$ cat config.mk
export PLATFORM = sky130hd
export DESIGN_NAME = ad9781_spi_cfg_ctrl
export DESIGN_NICKNAME = d
export VERILOG_FILES = /design/src/rtl/ad9781_spi_cfg_ctrl.sv
export SDC_FILE = /design/constraint.sdc
export NUM_CORES = 1
export LEC_CHECK = 0
export ABC_AREA = 0
export BUFFER_PORTS_ARGS = -buffer_cell sky130_fd_sc_hd__clkbuf_2
export CAP_MARGIN = 20
export CORE_MARGIN = 5
export CORE_UTILIZATION = 57
export DETAILED_ROUTE_END_ITERATION = 8
export GPL_TIMING_DRIVEN = 0
export HOLD_SLACK_MARGIN = 0.03
export PLACE_DENSITY = 0.8
export RECOVER_POWER = 50
export SKIP_CTS_REPAIR_TIMING = 1
export SLEW_MARGIN = 0
export SYNTH_ARGS = -nofsm -noshare
export SYNTH_HDL_FRONTEND = slang
export SYNTH_SLANG_ARGS = --single-unit
$ cat constraint.sdc
create_clock -name clk -period 3.1 [get_ports clk]
set_clock_uncertainty 0.1 [all_clocks]
set_input_delay 0.155 -clock clk [delete_from_list [all_inputs] [get_ports clk]]
set_output_delay 0.155 -clock clk [all_outputs]
set_load 0.02 [all_outputs]
$ cat src/rtl/ad9781_spi_cfg_ctrl.sv
// ad9781_spi_cfg_ctrl
// Walks the AD9781 register look-up table and shifts each 24-bit entry
// ({16-bit address, 8-bit data}) to the DAC over 3-wire SPI (mode 0, MSB
// first), one chip-select frame per entry. Runs once after reset plus a
// power-up delay, and again on every start pulse seen in IDLE.
//
// Ports
//   clk        system clock
//   rst        synchronous active-high reset
//   start      one-cycle request to re-send the whole table (IDLE only)
//   lut_index  table address driven to the LUT, stable for a whole frame
//   lut_data   LUT entry at lut_index (combinational); 24'hFFFFFF ends the table
//   spi_csn    chip select, active low
//   spi_sclk   serial clock, idle low
//   spi_sdio   serial data, changes only at CSN fall or SCLK fall
//   busy       high while a pass is in progress
//   done       level, set after a complete pass, cleared when a new pass starts
//
// state    | meaning
// PWR_WAIT | power-up delay after reset, start ignored
// IDLE     | table sent, waiting for start
// LOAD     | capture lut_data, drop CSN and present bit 23
// SHIFT    | 24 SCLK periods, data shifted out on falling edges
// HOLD     | CSN held low one half-period after the last falling edge
// GAP      | CSN high between frames, then next index or finish
// FINISH   | flag done, return index to 0
module ad9781_spi_cfg_ctrl #(
    parameter int LUT_NUM = 10,
    parameter int CLK_DIV = 4,
    parameter int CS_GAP  = 8,
    parameter int PWR_DLY = 1000
) (
    input  logic        clk,
    input  logic        rst,
    input  logic        start,
    output logic [9:0]  lut_index,
    input  logic [23:0] lut_data,
    output logic        spi_csn,
    output logic        spi_sclk,
    output logic        spi_sdio,
    output logic        busy,
    output logic        done
);

    // One shared cycle counter serves the power-up delay, the SCLK divider,
    // the hold time and the inter-frame gap, so it is sized for the largest.
    localparam int MAX_A   = (PWR_DLY > CLK_DIV) ? PWR_DLY : CLK_DIV;
    localparam int CNT_MAX = (MAX_A > CS_GAP) ? MAX_A : CS_GAP;
    localparam int CNT_W   = $clog2(CNT_MAX + 1);

    localparam logic [CNT_W-1:0] PWR_LAST = CNT_W'(PWR_DLY - 1);
    localparam logic [CNT_W-1:0] DIV_LAST = CNT_W'(CLK_DIV - 1);
    localparam logic [CNT_W-1:0] GAP_LAST = CNT_W'(CS_GAP - 1);
    localparam logic [9:0]       IDX_LAST = 10'(LUT_NUM - 1);

    typedef enum logic [2:0] {
        PWR_WAIT,
        IDLE,
        LOAD,
        SHIFT,
        HOLD,
        GAP,
        FINISH
    } state_t;

    state_t           state, state_d;
    logic [CNT_W-1:0] cnt, cnt_d;
    logic [4:0]       bit_cnt, bit_cnt_d;
    logic [23:0]      sr, sr_d;
    logic [9:0]       lut_index_d;
    logic             csn_d, sclk_d, sdio_d, busy_d, done_d;

    always_ff @(posedge clk) begin
        if (rst) begin
            state     <= PWR_WAIT;
            cnt       <= '0;
            bit_cnt   <= '0;
            sr        <= '0;
            lut_index <= '0;
            spi_csn   <= 1'b1;
            spi_sclk  <= 1'b0;
            spi_sdio  <= 1'b0;
            busy      <= 1'b0;
            done      <= 1'b0;
        end else begin
            state     <= state_d;
            cnt       <= cnt_d;
            bit_cnt   <= bit_cnt_d;
            sr        <= sr_d;
            lut_index <= lut_index_d;
            spi_csn   <= csn_d;
            spi_sclk  <= sclk_d;
            spi_sdio  <= sdio_d;
            busy      <= busy_d;
            done      <= done_d;
        end
    end

    always_comb begin
        state_d     = state;
        cnt_d       = cnt;
        bit_cnt_d   = bit_cnt;
        sr_d        = sr;
        lut_index_d = lut_index;
        csn_d       = spi_csn;
        sclk_d      = spi_sclk;
        sdio_d      = spi_sdio;
        busy_d      = busy;
        done_d      = done;

        case (state)
            PWR_WAIT: begin
                if (cnt == PWR_LAST) begin
                    cnt_d       = '0;
                    lut_index_d = '0;
                    busy_d      = 1'b1;
                    state_d     = LOAD;
                end else begin
                    cnt_d = cnt + 1'b1;
                end
            end
            IDLE: begin
                if (start) begin
                    lut_index_d = '0;
                    busy_d      = 1'b1;
                    done_d      = 1'b0;
                    state_d     = LOAD;
                end
            end
            LOAD: begin
                sr_d = lut_data;
                if (lut_data == 24'hFFFFFF) begin
                    state_d = FINISH;
                end else begin
                    csn_d     = 1'b0;
                    sdio_d    = lut_data[23];
                    cnt_d     = '0;
                    bit_cnt_d = '0;
                    state_d   = SHIFT;
                end
            end
            SHIFT: begin
                if (cnt == DIV_LAST) begin
                    cnt_d = '0;
                    if (!spi_sclk) begin
                        sclk_d = 1'b1;
                    end else begin
                        // Rotate so the next bit sits at [23]; present it now
                        // so it is stable a full half-period before the rise.
                        sclk_d = 1'b0;
                        sr_d   = {sr[22:0], sr[23]};
                        sdio_d = sr[22];
                        if (bit_cnt == 5'd23) begin
                            state_d = HOLD;
                        end else begin
                            bit_cnt_d = bit_cnt + 1'b1;
                        end
                    end
                end else begin
                    cnt_d = cnt + 1'b1;
                end
            end
            HOLD: begin
                if (cnt == DIV_LAST) begin
                    cnt_d   = '0;
                    csn_d   = 1'b1;
                    state_d = GAP;
                end else begin
                    cnt_d = cnt + 1'b1;
                end
            end
            GAP: begin
                if (cnt == GAP_LAST) begin
                    cnt_d = '0;
                    if (lut_index == IDX_LAST) begin
                        state_d = FINISH;
                    end else begin
                        lut_index_d = lut_index + 1'b1;
                        state_d     = LOAD;
                    end
                end else begin
                    cnt_d = cnt + 1'b1;
                end
            end
            FINISH: begin
                done_d      = 1'b1;
                busy_d      = 1'b0;
                lut_index_d = '0;
                state_d     = IDLE;
            end
            default: begin
                state_d = PWR_WAIT;
            end
        endcase
    end

endmodule
==> impl_metrics.json, run 1 <==
{
  "crit_arrival_ps": 2870,
  "finalSetupTns_ps": 0,
  "die_height_um": 84.1,
  "slew_headroom_pct": 44.9,
  "finalPower_w": 0.00245,
  "drt-total-wl_mm": 8.08,
  "cts-root-buf": "clkbuf_8",
  "grt_usage_pct": 23.6,
  "pin_count": 42,
  "synth_top_area_share_pct": 36.5,
  "setup_viol": 0,
  "drc": 0,
  "synth_edf_count": 0,
  "rows": 27,
  "fin_crit_ps": 2770,
  "syn_inst": 367,
  "yosysSeqAreaShare_pct": 36.5,
  "start_util_pct": 57.8,
  "cts_made_buffers": 9,
  "first_iter_violations": 340,
  "slew_viol_final": 0,
  "hp-class": "in -> reg",
  "synth_cell_type_count": 54,
  "vias": 3062,
  "critPathLaunchType": "register",
  "die_w_um": 84.1,
  "regToRegSetupSlack_ps": 330,
  "first_global_vias": 2955,
  "cp-end-kind": "register",
  "rsz0062_at_grt": "no",
  "dp.final_hpwl_mm": 5.64,
  "cts_tree": "yes",
  "grt_max_degree": 12,
  "cap_viol_max_count": 0,
  "period_share_pct": 89.3,
  "grt_first_pass_wirelength_mm": 13.8,
  "synthTopCellsByCount": "dfxtp_1 (57), nor2_1 (49), a211oi_1 (32)",
  "worst-setup-path-type": "reg -> reg",
  "antenna_cells": 0,
  "place.gp.congestion": 0.960,
  "finish.net_count": 450,
  "yosysTopAreaCell": "dfxtp_1",
  "area_growth_pct": 14.3,
  "via_per_inst": 6.17,
  "port_buffers": 41,
  "avgSynthCellArea_um2": 8.52,
  "drive_gt1_share_pct": 15.1,
  "n_fill_cell": 477,
  "async_reset_ff_share_pct": 0,
  "power_density_mw_per_mm2": 687,
  "yosysMostFrequentCell": "dfxtp_1",
  "p_leak_nw": 1.40,
  "die_area_mm2": 0.00707,
  "path_max_fanout": 10,
  "antenna_found_initial": 0,
  "syn-cell-area_mm2": 0.00313,
  "clk-insertion-delay-late_ps": 340,
  "yosys_warnings": 0,
  "fmax_mhz": 361,
  "cp_data_required_time_ps": 3200,
  "synth.area.top_cells": "dfxtp_1 (36%), mux2i_1 (7.7%), a211oi_1 (7.7%), nor2_1 (5.9%), nand4_1 (2.8%)",
  "worst_slew_pin_slew_ps": 820,
  "ant_nets": 0,
  "seq_area_mm2": 0.00114,
  "cts_buffer_depth": 2,
  "peakVddDrop_mv": 0.433,
  "wl_per_cell_um": 16.3,
  "dr.pass1.iters": 5,
  "synth_nets": 398,
  "multiInputGateArea_mm2": 0.00183,
  "synth-seq-cells": 57,
  "clk_pin_slew_ps": 70,
  "outcome": "finished clean",
  "synth-main-ff-cell": "dfxtp_1",
  "core-area_mm2": 0.00541,
  "h-tree-depth": 3,
  "clock-sinks": 57,
  "gr-total-overflow": 0,
  "hold_violations": 0
}
## cell type report
type                    count  share of cell area (%)
clock buffers               9                    3.47
multi-input cells         280                    51.1
well taps                  72                    2.52
plain buffers              23                    3.01
inverters                   7                   0.735
clock inverters             7                    2.00
flip-flops and latches     57                    31.9
repair buffers             41                    5.22
## worst max-delay path, cell delays in order, from the launching register on
cell       delay [ps]
dfxtp_1           370
ha_1              270
or4b_1            560
nor4_4            350
a2bb2oi_1         410
buf_4             250
buf_2             230
a211oi_1           90
## registers in the layout, summed over array words and instances, names as in the netlist
register / flops
bit_cnt: 5
busy: 1
cnt: 10
done: 1
lut_index: 10
spi_csn: 1
spi_sclk: 1
spi_sdio: 1
sr: 24
state: 3
## where the power goes
part | internal, W | switching (W)
combinational | 0.000289 | 0.000496
clock | 0.000368 | 0.000323
sequential | 0.000887 | 0.0000902
## routing by layer
metal	wire length [um]	vias to the layer above	track usage (%)	share of wire, %
li1	-	1484	-	-
met1	3620	1422	30.8	45
met2	3700	133	38.0	46
met3	574	23	4.54	7.1
met4	183	0	9.94	2.3
met5	0	-	0	0
## cell usage in the layout (no fill, tap or decap), types with 6 or more instances in the layout
master    netlist  layout
dfxtp_1        57      57
nor2_1         49      49
a211oi_1       32      32
clkbuf_1       12      28
clkbuf_2        0      26
mux2i_1        24      24
a21oi_1        17      17
nand2_1        15      15
o21ai_0        15      15
nand4_1        14      14
nand3_1        12      12
clkbuf_8        0       9
nor3_1          8       8
inv_1           7       7
xnor2_1         7       7
and3_1          6       6
## kinds of logic after synthesis
family                     count (synthesis)  synth area share (%)
muxes                                     24                  7.68
DFF                                       57                  36.5
xor gates and xnor gates                  11                  3.08
and+or+nand+nor                          145                  25.1
AOI/OAI and AO/OA                         96                  21.7
adders and majority gates                  4                  1.60
buffers and inverters                     30                  4.32
## per-stage QoR
stage / area [um^2] / util [%] / instances / hold slack, ps / setup slack [ps]
floorplan: 3130 / - / 367 / 247 / 889
global placement: 3420 / 63.3 / 480 / 365 / 520
detailed placement: 3420 / 63.3 / 480 / 386 / 468
CTS: 3620 / 66.9 / 496 / 34.2 / 444
global route: 3570 / 66.1 / 496 / 54.1 / 143
finish: 3570 / 66.1 / 496 / 54.0 / 331
## path summary, 6_finish.rpt
check / endpoint / cells past startpoint / from
worst min-delay path: done / 4 / start
worst max-delay path: sr[18] / 7 / cnt[0]
worst min register to register: busy / 1 / busy
worst max register to register: sr[18] / 7 / cnt[0]
Power figures use the tool's default switching activity.
==> inputs of run 2 (changes only) <==
ABC_AREA = 1   (was 0)
CORE_UTILIZATION = 58   (was 57)
PLACE_DENSITY = 0.81   (was 0.8)
TNS_END_PERCENT = 1   (was unset)
==> impl_metrics.json, run 2 <==
{
  "drive_gt1_share_pct": 10.8,
  "yosys_warnings": 0,
  "yosysMostFrequentCell": "nand2_1",
  "h-tree-depth": 3,
  "crit_top_cell": "nand2_1",
  "final_common_cell": "nand2_1",
  "cts_made_buffers": 9,
  "clock-sinks": 57,
  "peakVddDrop_mv": 0.428,
  "fin_crit_ps": 2230,
  "grt_usage_pct": 24.6,
  "antenna_found_initial": 0,
  "drc": 0,
  "cp-end-kind": "register",
  "synth_compound_area_share_pct": 8.55,
  "period_share_pct": 72.0,
  "finalSetupTns_ps": 0,
  "p_leak_nw": 1.74,
  "synthXorXnorAreaFrac_pct": 1.03,
  "synth-simple-area-share_pct": 46.8,
  "port_buffers": 40,
  "cts_tree": "yes",
  "syn_inst": 556,
  "cp_data_required_time_ps": 3280,
  "critPathLaunchType": "register",
  "synth-main-ff-cell": "dfxtp_1",
  "min_to": "lut_index[3]",
  "synthTopCellsByCount": "nand2_1 (184), nor2_1 (105), dfxtp_1 (57)",
  "vias": 3618,
  "cts_buffer_depth": 2,
  "antenna_cells": 0,
  "r2r_start": "state[0]",
  "syn-cell-area_mm2": 0.00341,
  "die_height_um": 86.7,
  "core-area_mm2": 0.00582,
  "setup_viol": 0,
  "synth_top_area_share_pct": 33.5,
  "regMostFlops": "sr",
  "start_util_pct": 58.6,
  "yosysSeqAreaShare_pct": 33.5,
  "first_global_vias": 3349,
  "path_max_fanout": 7,
  "synthAdderAreaFrac_pct": 1.47,
  "outcome": "finished clean",
  "synthMuxAreaShare_pct": 0,
  "gr-total-overflow": 0,
  "hp-class": "in -> reg",
  "regToRegSetupSlack_ps": 870,
  "timing.rr.end": "cnt[0]",
  "via_per_inst": 5.27,
  "worst-setup-path-type": "reg -> reg",
  "yosysTopAreaCell": "dfxtp_1",
  "crit_path_start": "state[0]",
  "synth_nets": 587,
  "rows": 28,
  "synth-seq-cells": 57,
  "die_w_um": 86.7,
  "area_growth_pct": 12.3,
  "dp.final_hpwl_mm": 6.15,
  "cap_viol_max_count": 0,
  "cts-root-buf": "clkbuf_8",
  "worst_slew_pin_slew_ps": 571,
  "pin_count": 42,
  "drt-total-wl_mm": 8.52,
  "dr.pass1.iters": 4,
  "slew_viol_final": 0,
  "holdPathStages": 2,
  "synth_edf_count": 0,
  "slowest_delay_ps": 510,
  "timing.critical_path.cells": "inv_1, nand3_2, nand2_2, nor2_1, nand2_1, nand2_1, inv_2, nand2_1, nand2_2, nor2_1",
  "hold_violations": 0,
  "crit_arrival_ps": 2410,
  "slowest_stage": "dfxtp_1",
  "avgSynthCellArea_um2": 6.13,
  "grt_first_pass_wirelength_mm": 14.9,
  "worst_r2r_path_depth": 10,
  "ant_nets": 0,
  "largest_register_ffs": 24,
  "first_iter_violations": 135,
  "finish.net_count": 638,
  "rsz0062_at_grt": "no",
  "fin_area_mm2": 0.00383,
  "grt_max_degree": 11,
  "clk_pin_slew_ps": 60,
  "clk-insertion-delay-late_ps": 340,
  "die_area_mm2": 0.00751,
  "final_cell_mix": "nand2_1 (187), nor2_1 (107), dfxtp_1 (57)",
  "biggestRegsByFlops": "sr x24, cnt x10, lut_index x10",
  "synth.area.top_cells": "dfxtp_1 (33%), nand2_1 (20%), nor2_1 (12%), nand3_1 (5.4%), inv_1 (4.1%)",
  "slew_headroom_pct": 62.0,
  "wl_per_cell_um": 12.4,
  "place.gp.congestion": 0.886,
  "power_density_mw_per_mm2": 732,
  "worstHoldStart": "rst",
  "synth_cell_type_count": 31,
  "fmax_mhz": 448,
  "synth_top_family_by_area": "simple AND/OR/NAND/NOR gates",
  "post_dp_cell_area_mm2": 0.00370,
  "async_reset_ff_share_pct": 0
}
-- run 2: worst max path at each step --
stage | cells past startpoint | slack (ps) | to
after floorplan | 10 | 1450 | cnt[0]
after global placement | 8 | 1130 | lut_index[9]
after detailed placement | 8 | 1060 | lut_index[7]
after CTS | 8 | 1030 | lut_index[9]
after global routing | 10 | 630 | cnt[3]
final | 10 | 870 | cnt[0]
-- run 2: critical path, delay by kind of cell (launching register included) --
family	cells	cell delay [ps]
buffers and inverters	2	270
flip-flops	1	510
AND/OR/NAND/NOR	8	1290
-- run 2: power breakdown --
part	switching (W)	internal [W]	total, W
clock network	0.000301	0.000363	0.000664
registers	0.000131	0.000928	0.00106
logic	0.000718	0.000361	0.00108
total	0.00115	0.00165	0.00280
-- run 2: logic make-up (layout without fill, tap and decap cells) --
logic type,count (synthesis),in the layout
AOI/OAI and AO/OA,56,56
xor gates and xnor gates,4,4
adders and majority gates,4,4
buffers and inverters,65,120
DFF,57,57
and+or+nand+nor,370,370
-- run 2: routing by layer --
| layer | share of wire [%] | vias up | wire [um] | GRT usage (%) |
|---|---|---|---|---|
| met3 | 4.8 | 21 | 405 | 4.56 |
| met5 | 0 | - | 0 | 0 |
| met2 | 49 | 87 | 4170 | 41.9 |
| met4 | 2.5 | 0 | 209 | 11.6 |
| met1 | 44 | 1636 | 3740 | 29.7 |
| li1 | - | 1874 | - | - |
-- run 2: through the flow --
step | cells | hold slack, ps | setup WS, ps | total power, W | utilization (%)
finish | 686 | 51.1 | 869 | 0.00280 | 65.9
global route | 686 | 88.8 | 631 | 0.00302 | 65.9
floorplan | 556 | 287 | 1450 | 0.00192 | -
detailed placement | 671 | 342 | 1060 | 0.00219 | 63.7
global placement | 671 | 335 | 1130 | 0.00215 | 63.7
CTS | 686 | 29.9 | 1030 | 0.00286 | 66.7
-- run 2: cell type report --
class / instances / area, um^2
fillers: 579 / 1990
repair buffers: 40 / 181
multi-input cells: 434 / 1940
inverters: 44 / 168
clock inverters: 4 / 45.0
plain buffers: 21 / 125
clock buffers: 11 / 131
flip-flops and latches: 57 / 1140
well taps: 75 / 93.8
